File: src/rtl/emib_cfg_loader_if.sv
// EMIB RAM read port: registered address/enable out, read data back RD_LAT
// cycles later. The loader is the master and the RAM is the slave.
interface emib_cfg_loader_if #(
    parameter int unsigned ADDR_W = 16,
    parameter int unsigned DATA_W = 16
);
    logic [ADDR_W-1:0] o_emib_addr;
    logic              o_rd_ram_en;
    logic [DATA_W-1:0] i_emib_data;

    modport master (output o_emib_addr, output o_rd_ram_en, input  i_emib_data);
    modport slave  (input  o_emib_addr, input  o_rd_ram_en, output i_emib_data);
endinterface

File: src/rtl/emib_cfg_loader.sv
// Table-driven EMIB configuration loader. On a start trigger it reads every
// ADDR_LIST entry through the pipelined EMIB read port into a shadow bank,
// then copies the whole bank to o_cfg_words in one cycle so downstream never
// sees a partially updated configuration.
// Build option: define EMIB_CFG_CHECKSUM_EN to read one extra word at
// CSUM_ADDR and commit only if it equals the modulo-2^DATA_W sum of the bank.
module emib_cfg_loader #(
    parameter int unsigned                 ADDR_W     = 16,
    parameter int unsigned                 DATA_W     = 16,
    parameter int unsigned                 NUM_WORDS  = 24,
    parameter int unsigned                 RD_LAT     = 3,
    parameter logic [NUM_WORDS*ADDR_W-1:0] ADDR_LIST  = '0,
    parameter logic [NUM_WORDS*DATA_W-1:0] RESET_VALS = '0,
    parameter logic [ADDR_W-1:0]           CSUM_ADDR  = 16'h0070
) (
    input  logic                          i_clk,
    input  logic                          i_rst,
    input  logic                          i_read_flash_done,
    input  logic                          i_config_flag,
    input  logic                          i_reload,
    emib_cfg_loader_if.master             emib,
    output logic [NUM_WORDS*DATA_W-1:0]   o_cfg_words,
    output logic                          o_busy,
    output logic                          o_commen_data_rd_done,
    output logic                          o_commit,
    output logic [7:0]                    o_load_cnt,
    output logic                          o_csum_err
);

`ifdef EMIB_CFG_CHECKSUM_EN
    localparam int unsigned NUM_RD = NUM_WORDS + 1;
`else
    localparam int unsigned NUM_RD = NUM_WORDS;
`endif
    // Wide enough to also name the checksum read (index NUM_WORDS).
    localparam int unsigned IDX_W = $clog2(NUM_WORDS + 1);

    typedef enum logic [1:0] {IDLE, ISSUE, DRAIN, COMMIT} state_t;

    state_t                    state_q, state_d;
    logic [IDX_W-1:0]          idx_q, idx_d;
    logic [IDX_W-1:0]          rd_idx_q;
    logic [IDX_W-1:0]          issue_idx;
    logic [ADDR_W-1:0]         issue_addr;
    logic                      issue;
    logic                      commit_go;
    logic                      drain_done;
    logic                      csum_ok;
    logic                      start_lvl, start_q, trig;
    logic                      pipe_vld [RD_LAT];
    logic [IDX_W-1:0]          pipe_idx [RD_LAT];
    logic [NUM_WORDS*DATA_W-1:0] shadow;

`ifdef EMIB_CFG_CHECKSUM_EN
    logic [DATA_W-1:0]         sum_q, csum_q;
`endif

    function automatic logic [ADDR_W-1:0] addr_of(input logic [IDX_W-1:0] k);
        if (k < IDX_W'(NUM_WORDS))
            return ADDR_LIST[k * ADDR_W +: ADDR_W];
        return CSUM_ADDR;
    endfunction

    assign start_lvl = i_read_flash_done & i_config_flag;
    assign trig      = (start_lvl & ~start_q) | (i_reload & i_config_flag);
    assign o_busy    = (state_q != IDLE);
    assign o_commit  = commit_go;

    // Checksum verdict for the COMMIT cycle; always passes when the check is not built.
`ifdef EMIB_CFG_CHECKSUM_EN
    always_comb csum_ok = (sum_q == csum_q);
`else
    always_comb csum_ok = 1'b1;
    assign o_csum_err = 1'b0;
`endif

    // Drain ends when nothing older than the read being captured now is left in flight.
    always_comb begin
        drain_done = ~emib.o_rd_ram_en;
        for (int unsigned s = 0; s + 1 < RD_LAT; s++) begin
            if (pipe_vld[s])
                drain_done = 1'b0;
        end
    end

    // Sequencer state register.
    always_ff @(posedge i_clk or posedge i_rst) begin
        if (i_rst) begin
            state_q <= IDLE;
            idx_q   <= '0;
        end else begin
            state_q <= state_d;
            idx_q   <= idx_d;
        end
    end

    // Next state and read issue; word 0 is issued on the trigger edge itself
    // so the first address appears the cycle after the trigger.
    always_comb begin
        state_d    = state_q;
        idx_d      = idx_q;
        issue      = 1'b0;
        issue_idx  = '0;
        issue_addr = '0;
        commit_go  = 1'b0;
        case (state_q)
            IDLE: begin
                if (trig) begin
                    issue      = 1'b1;
                    issue_addr = addr_of('0);
                    idx_d      = IDX_W'(1);
                    state_d    = (NUM_RD == 1) ? DRAIN : ISSUE;
                end
            end
            ISSUE: begin
                issue      = 1'b1;
                issue_idx  = idx_q;
                issue_addr = addr_of(idx_q);
                idx_d      = idx_q + 1'b1;
                if (idx_q == IDX_W'(NUM_RD - 1)) begin
                    idx_d   = '0;
                    state_d = DRAIN;
                end
            end
            DRAIN: begin
                if (drain_done)
                    state_d = COMMIT;
            end
            COMMIT: begin
                commit_go = csum_ok;
                state_d   = IDLE;
            end
            default: state_d = IDLE;
        endcase
    end

    // Read port registers, capture pipeline, shadow bank and committed outputs.
    always_ff @(posedge i_clk or posedge i_rst) begin
        if (i_rst) begin
            start_q               <= 1'b0;
            emib.o_rd_ram_en      <= 1'b0;
            emib.o_emib_addr      <= '0;
            rd_idx_q              <= '0;
            for (int unsigned s = 0; s < RD_LAT; s++) begin
                pipe_vld[s] <= 1'b0;
                pipe_idx[s] <= '0;
            end
            shadow                <= RESET_VALS;
            o_cfg_words           <= RESET_VALS;
            o_load_cnt            <= '0;
            o_commen_data_rd_done <= 1'b0;
`ifdef EMIB_CFG_CHECKSUM_EN
            sum_q                 <= '0;
            csum_q                <= '0;
            o_csum_err            <= 1'b0;
`endif
        end else begin
            start_q          <= start_lvl;
            emib.o_rd_ram_en <= issue;
            emib.o_emib_addr <= issue_addr;
            rd_idx_q         <= issue_idx;
            pipe_vld[0]      <= emib.o_rd_ram_en;
            pipe_idx[0]      <= rd_idx_q;
            for (int unsigned s = 1; s < RD_LAT; s++) begin
                pipe_vld[s] <= pipe_vld[s-1];
                pipe_idx[s] <= pipe_idx[s-1];
            end
            if (pipe_vld[RD_LAT-1]) begin
`ifdef EMIB_CFG_CHECKSUM_EN
                if (pipe_idx[RD_LAT-1] == IDX_W'(NUM_WORDS)) begin
                    csum_q <= emib.i_emib_data;
                end else begin
                    shadow[pipe_idx[RD_LAT-1] * DATA_W +: DATA_W] <= emib.i_emib_data;
                    sum_q <= sum_q + emib.i_emib_data;
                end
`else
                shadow[pipe_idx[RD_LAT-1] * DATA_W +: DATA_W] <= emib.i_emib_data;
`endif
            end
            if (state_q == COMMIT) begin
                if (commit_go) begin
                    o_cfg_words           <= shadow;
                    o_load_cnt            <= o_load_cnt + 8'd1;
                    o_commen_data_rd_done <= 1'b1;
                end
`ifdef EMIB_CFG_CHECKSUM_EN
                o_csum_err <= ~csum_ok;
                sum_q      <= '0;
`endif
            end
        end
    end

endmodule

File: src/flat_wrapper.sv
// flat-port wrapper written by rule: the top's interface ports become plain ports
module emib_cfg_loader_flat 
#(
    parameter int unsigned                 ADDR_W     = 16,
    parameter int unsigned                 DATA_W     = 16,
    parameter int unsigned                 NUM_WORDS  = 24,
    parameter int unsigned                 RD_LAT     = 3,
    parameter logic [NUM_WORDS*ADDR_W-1:0] ADDR_LIST  = '0,
    parameter logic [NUM_WORDS*DATA_W-1:0] RESET_VALS = '0,
    parameter logic [ADDR_W-1:0]           CSUM_ADDR  = 16'h0070
)
  (i_clk, i_rst, i_read_flash_done, i_config_flag, i_reload, o_cfg_words, o_busy, o_commen_data_rd_done, o_commit, o_load_cnt, o_csum_err, emib_o_emib_addr, emib_o_rd_ram_en, emib_i_emib_data);
  emib_cfg_loader_if #(.ADDR_W(ADDR_W), .DATA_W(DATA_W)) emib_i ();
  input  logic i_clk;
  input  logic i_rst;
  input  logic i_read_flash_done;
  input  logic i_config_flag;
  input  logic i_reload;
  output logic [NUM_WORDS*DATA_W-1:0] o_cfg_words;
  output logic o_busy;
  output logic o_commen_data_rd_done;
  output logic o_commit;
  output logic [7:0] o_load_cnt;
  output logic o_csum_err;
  output wire logic [$bits(emib_i.o_emib_addr)-1:0] emib_o_emib_addr;
  output wire logic [$bits(emib_i.o_rd_ram_en)-1:0] emib_o_rd_ram_en;
  input wire logic [$bits(emib_i.i_emib_data)-1:0] emib_i_emib_data;
  assign emib_o_emib_addr = emib_i.o_emib_addr;
  assign emib_o_rd_ram_en = emib_i.o_rd_ram_en;
  assign emib_i.i_emib_data = emib_i_emib_data;
  emib_cfg_loader #(.ADDR_W(ADDR_W), .DATA_W(DATA_W), .NUM_WORDS(NUM_WORDS), .RD_LAT(RD_LAT), .ADDR_LIST(ADDR_LIST), .RESET_VALS(RESET_VALS), .CSUM_ADDR(CSUM_ADDR)) u_core (.i_clk(i_clk), .i_rst(i_rst), .i_read_flash_done(i_read_flash_done), .i_config_flag(i_config_flag), .i_reload(i_reload), .emib(emib_i), .o_cfg_words(o_cfg_words), .o_busy(o_busy), .o_commen_data_rd_done(o_commen_data_rd_done), .o_commit(o_commit), .o_load_cnt(o_load_cnt), .o_csum_err(o_csum_err));
endmodule
File: config.mk
export PLATFORM = sky130hd
export DESIGN_NAME = emib_cfg_loader_flat
export DESIGN_NICKNAME = d
export VERILOG_FILES = /design/src/rtl/emib_cfg_loader_if.sv /design/src/rtl/emib_cfg_loader.sv /design/src/flat_wrapper.sv
export SDC_FILE = /design/constraint.sdc
export NUM_CORES = 2
export LEC_CHECK = 0
export ABC_AREA = 1
export CAP_MARGIN = 10
export CORE_ASPECT_RATIO = 0.9
export CORE_MARGIN = 8
export CORE_UTILIZATION = 55
export DETAILED_ROUTE_END_ITERATION = 6
export PLACE_DENSITY = 0.89
export SLEW_MARGIN = 25
export SYNTH_ARGS = -nofsm -noshare
export SYNTH_HDL_FRONTEND = slang
export SYNTH_SLANG_ARGS = --single-unit
File: constraint.sdc
create_clock -name i_clk -period 62.1 [get_ports i_clk]
set_clock_uncertainty 0.2 [all_clocks]
set_input_delay 12.42 -clock i_clk [delete_from_list [all_inputs] [get_ports i_clk]]
set_output_delay 12.42 -clock i_clk [all_outputs]
set_load 0.01 [all_outputs]
Yosys cells after proc, flatten, opt, wreduce, memory -nomap -nowiden
Cells that the tools add are included.
- input port bits: 21
- register bits: 825
- output and inout port bits: 413
- shift-type cells: 3
- magnitude comparators: 1
- bitwise logic cells: 6
- equality and inequality tests: 7
- reductions and logical operators: 6
- mux-type cells: 19
- $add $sub $neg: 3
- operators with widths (cell ; count):
    384-bit bitwise mux ; 1
    16-bit by 34-bit variable shift with 384-bit output, first input constant ; 1
    16-bit by 34-bit variable part select with 384-bit output ; 1
    384-bit by 10-bit variable part select with 16-bit output, first input constant ; 1
    16-bit two-way mux ; 3
    9-bit negation with 34-bit output ; 1
    5-bit two-way mux ; 3
    5-bit one-hot mux with 2 select lines ; 1
    8-bit by 1-bit adder with 8-bit output, second input constant ; 1
    2-bit one-hot mux with 4 select lines ; 1
    1-bit two-way mux ; 6
    2-bit two-way mux ; 3
    2-bit by 1-bit inequality test with 1-bit output, second input constant ; 3
    5-bit by 1-bit adder with 5-bit output, second input constant ; 1
    5-bit == test, second input constant ; 1
    5-bit less-than comparator, second input constant ; 1
    2-bit == test, second input constant ; 2
    2-bit AND reduction ; 2
    2-bit nonzero test ; 2
    1-bit bitwise AND ; 3
    3-bit AND reduction ; 1
    2-bit by 1-bit == test with 1-bit output, second input constant ; 1
    2-bit logical NOT ; 1
    1-bit NOT ; 2
    2 further kinds ; 2

Logic depth before layout (Yosys ltp)
- depth in word-level cells: 5
- gate-level depth with buffers: 14

Worst setup path before layout
No wires, ideal clock.
- path type: in2reg
- start point: in i_read_flash_done
- end point: reg u_core.idx_q[1]
- setup time: 0.126 ns
- data required time: 61.774 ns
- setup slack: 48.569 ns
- stages: 7
- arrival time: 13.205 ns
- cell sequence: nand2_1 nor2_1 a21oi_1 o21ai_0 inv_1 nand2_1 o21ai_0
- word-level cells in the longest chain between the ends: 5
- ends and longest elaborated chain (what ; line ; source):
    start: declaration ; flat_wrapper.sv:16 ; input logic i_read_flash_done;
    1-bit bitwise AND ; emib_cfg_loader.sv:64 ; assign start_lvl = i_read_flash_done & i_config_flag;
    1-bit bitwise AND ; emib_cfg_loader.sv:65 ; assign trig = (start_lvl & ~start_q) | (i_reload & i_config_flag);
    1-bit bitwise OR ; emib_cfg_loader.sv:65 ;
    2-bit by 1-bit inequality test with 1-bit output (no line) ; -- ;
    2-bit AND reduction (no line) ; -- ;
    end signal: assignment ; emib_cfg_loader.sv:93 ; idx_q <= idx_d;
    end: declaration ; emib_cfg_loader.sv:41 ; logic [IDX_W-1:0] idx_q, idx_d;
No other way between the ends.
A chain may end at the register's enable or synchronous reset.

==> flow_summary.json <==
{
  "status": "finished, final reports clean",
  "grt-ovfl-total": 0,
  "clkSinkCount": 810,
  "cts_htree_levels": 3,
  "vdd_drop_max_mv": 0.0487,
  "drv_cap": 0,
  "worst_setup_path_end_kind": "async pin",
  "fillCellCount": 4452,
  "die_h_um": 251,
  "synth_xor_area_frac": 0.00208,
  "synth_top_family_by_area": "simple AND/OR/NAND/NOR gates",
  "io_buffers": 419,
  "routed_wl_um": 110000,
  "syn_to_final_growth_pct": 21.8,
  "max_slew_margin": 0.261,
  "yosysMostFrequentCell": "nand2_1",
  "finalCriticalPeriod_ns": 15.59,
  "fmax_mhz": 64.1,
  "crit_chain": "clkdlybuf4s50_1, inv_8, buf_12, buf_4, buf_4",
  "die_width_um": 277,
  "finalSetupTns_ns": 0,
  "initialDrtViolationCount": 3938,
  "ys_seq_area_frac": 0.602,
  "synth_fa_ha_area_frac": 0.00297,
  "yosysTopAreaCell": "dfrtp_1",
  "crit_fanout": 180,
  "drive_gt1_frac": 0.0507,
  "remaining_drc_errors": 0,
  "cts_tree": "done",
  "die_area_mm2": 0.0694,
  "cellLeakagePower_nw": 19.5,
  "fin_nets": 4440,
  "synth_edf_count": 0,
  "ios": 434,
  "clk_pin_slew_ns": 0.06,
  "fp.coreArea_mm2": 0.0609,
  "cp_slowest_cell": "buf_4",
  "synth_area_leaders": "dfrtp_1 60%, nand2_1 25%, nand3_1 4.1%",
  "holdBufCountCts": 0,
  "synthMuxAreaShare": 0,
  "synth_flop_cell": "dfrtp_1",
  "ys_types": 30,
  "setup_viol": 0,
  "path_class": "input port to async pin",
  "grt_pass1_vias": 29615,
  "tightest_slew_ns": 1.10,
  "fp-row-count": 86,
  "async_flop_share": 1.00,
  "cp_data_arrival_time_ns": 16.04,
  "rsz0062_at_grt": "false",
  "syn_inst": 4124,
  "synth_commonest_cells": "2245 x nand2_1, 810 x dfrtp_1, 310 x nor2_1, 276 x nand3_1, 178 x clkbuf_1",
  "synth_compound_area_frac": 0.00212,
  "ys_ff_latch": 810,
  "synth_warnings": 0,
  "vias": 30333,
  "avgRoutedWirePerCell_um": 20.8,
  "worstSkewPairLatency_ns": 0.62,
  "clock_path_buffers": 3,
  "worst_hold_slack_ns": 0.143,
  "cts-root-buf": "clkbuf_16",
  "dp_hpwl_um": 66000,
  "grt_pass1_wl_um": 170000,
  "synth_top_area_frac": 0.602,
  "synth-simple-area-share": 0.352,
  "avgSynthCellArea_um2": 8.16,
  "initial_core_util": 0.553,
  "drtPass1Iterations": 6,
  "ant_nets": 0,
  "cts_resized": 0,
  "fin_crit_sh": 0.251,
  "critPathTopFamily": "buffers and inverters",
  "drv_slew": 0,
  "grt_util_all_layers": 0.307,
  "cpMostUsedCell": "buf_4",
  "slowest_delay_ns": 0.80,
  "final_core_utilization": 0.673,
  "gp_congestion": 0.849,
  "p_per_area_mw_per_mm2": 51.7,
  "numCtsBuffers": 80,
  "crit_required_ns": 62.54,
  "antenna_found_initial": 5,
  "min_path_type": "register to register",
  "drt-vias-per-instance": 5.75,
  "cp_num_buf_inv": 5,
  "finalHoldViolations": 0,
  "cp-start-kind": "input port",
  "syn_area_mm2": 0.0337,
  "post_cts_buffers": 0,
  "grt_max_degree": 187
}
layer usage:
layer	up-vias	track usage	wire, um
met5	-	0	33
li1	13299	-	-
met1	14648	0.392	40900
met3	456	0.0937	12600
met4	4	0.165	6430
met2	1926	0.473	49700
registers in the layout (all words and copies together) (netlist names):
name / flops
u_core.emib.o_emib_addr: 1
u_core.emib.o_rd_ram_en: 1
u_core.idx_q: 5
u_core.o_cfg_words: 384
u_core.o_commen_data_rd_done: 1
u_core.o_load_cnt: 8
u_core.pipe_idx: 15
u_core.pipe_vld: 3
u_core.rd_idx_q: 5
u_core.shadow: 384
u_core.start_q: 1
u_core.state_q: 2
through the flow:
step	total power [mW]	std cells	cell area, um^2	worst slack, ns
after floorplan	1.16	4137	33700	26.73
after global placement	1.57	5119	38200	45.67
after detailed placement	1.60	5119	38100	45.62
after CTS	2.12	5265	40900	46.26
after global routing	2.23	5269	41000	45.98
final	2.12	5273	41000	46.51
final cells by class:
cell class / instances / area, um^2 / area share
sequential: 810 / 20300 / 0.494
clock inverter: 35 / 459 / 0.0112
inverter: 42 / 178 / 0.00433
tap: 792 / 991 / 0.0242
timing repair buffer: 460 / 4560 / 0.111
clock buffer: 111 / 2330 / 0.0568
antenna: 6 / 15.0 / 0.000366
multi-input combinational: 3017 / 12200 / 0.298
cell usage in the layout (no fill, tap or decap), types with 2 or more instances in the layout:
cell type and count:
buf_2 4, buf_6 3, bufinv_16 10, nand2_2 2
clkdlybuf4s50_1 415, nand2_1 2241, xor2_1 7, diode_2 6
nor2_8 2, a21oi_1 2, inv_2 5, inv_6 3
nor2_1 308, nor2_2 24, dfrtp_1 810, ha_1 6
o21ai_0 9, clkbuf_8 17, buf_12 2, clkinv_2 17
nor2_4 3, nand2_4 2, inv_4 2, clkbuf_16 82
buf_4 34, inv_1 32, ha_4 2, buf_16 2
nand4_1 65, nor3_1 46, clkbuf_1 12, nand3_1 276
clkinvlp_4 3, inv_8 2, conb_1 14
power by group:
part / internal (mW) / leakage, nW / switching [mW]
sequential: 0.676 / 8.43 / 0.103
clock: 0.305 / 1.38 / 0.208
combinational: 0.328 / 9.69 / 0.502
cell families (layout without fill, tap and decap cells):
group,after synthesis,after routing
other cells,1,20
fa+ha+maj,8,8
flops,810,810
buf+inv,310,648
simple gates,2974,2974
xor+xnor,8,8
compound gates,13,13
final timing paths:
| check | depth (start not counted) | slack, ns | startpoint | endpoint |
|---|---|---|---|---|
| max reg2reg | 11 | 57.20 | u_core.pipe_idx[0]$_DFF_PP0_ | u_core.shadow[180]$_DFFE_PP0P_ |
| max | 5 | 46.51 | i_rst | u_core.o_cfg_words[37]$_DFFE_PP0P_ |
| min | 0 | 0.14 | u_core.rd_idx_q[0]$_DFF_PP0_ | u_core.pipe_idx[10]$_DFF_PP0_ |
| max in group i_clk | 4 | 47.35 | u_core.state_q[0]$_DFFE_PP0P_ | o_busy |
| min reg2reg | 0 | 0.14 | u_core.rd_idx_q[0]$_DFF_PP0_ | u_core.pipe_idx[10]$_DFF_PP0_ |
| min in group asynchronous | 2 | 12.13 | i_rst | u_core.o_cfg_words[240]$_DFFE_PP0P_ |
(Power assumes the default switching activity.)
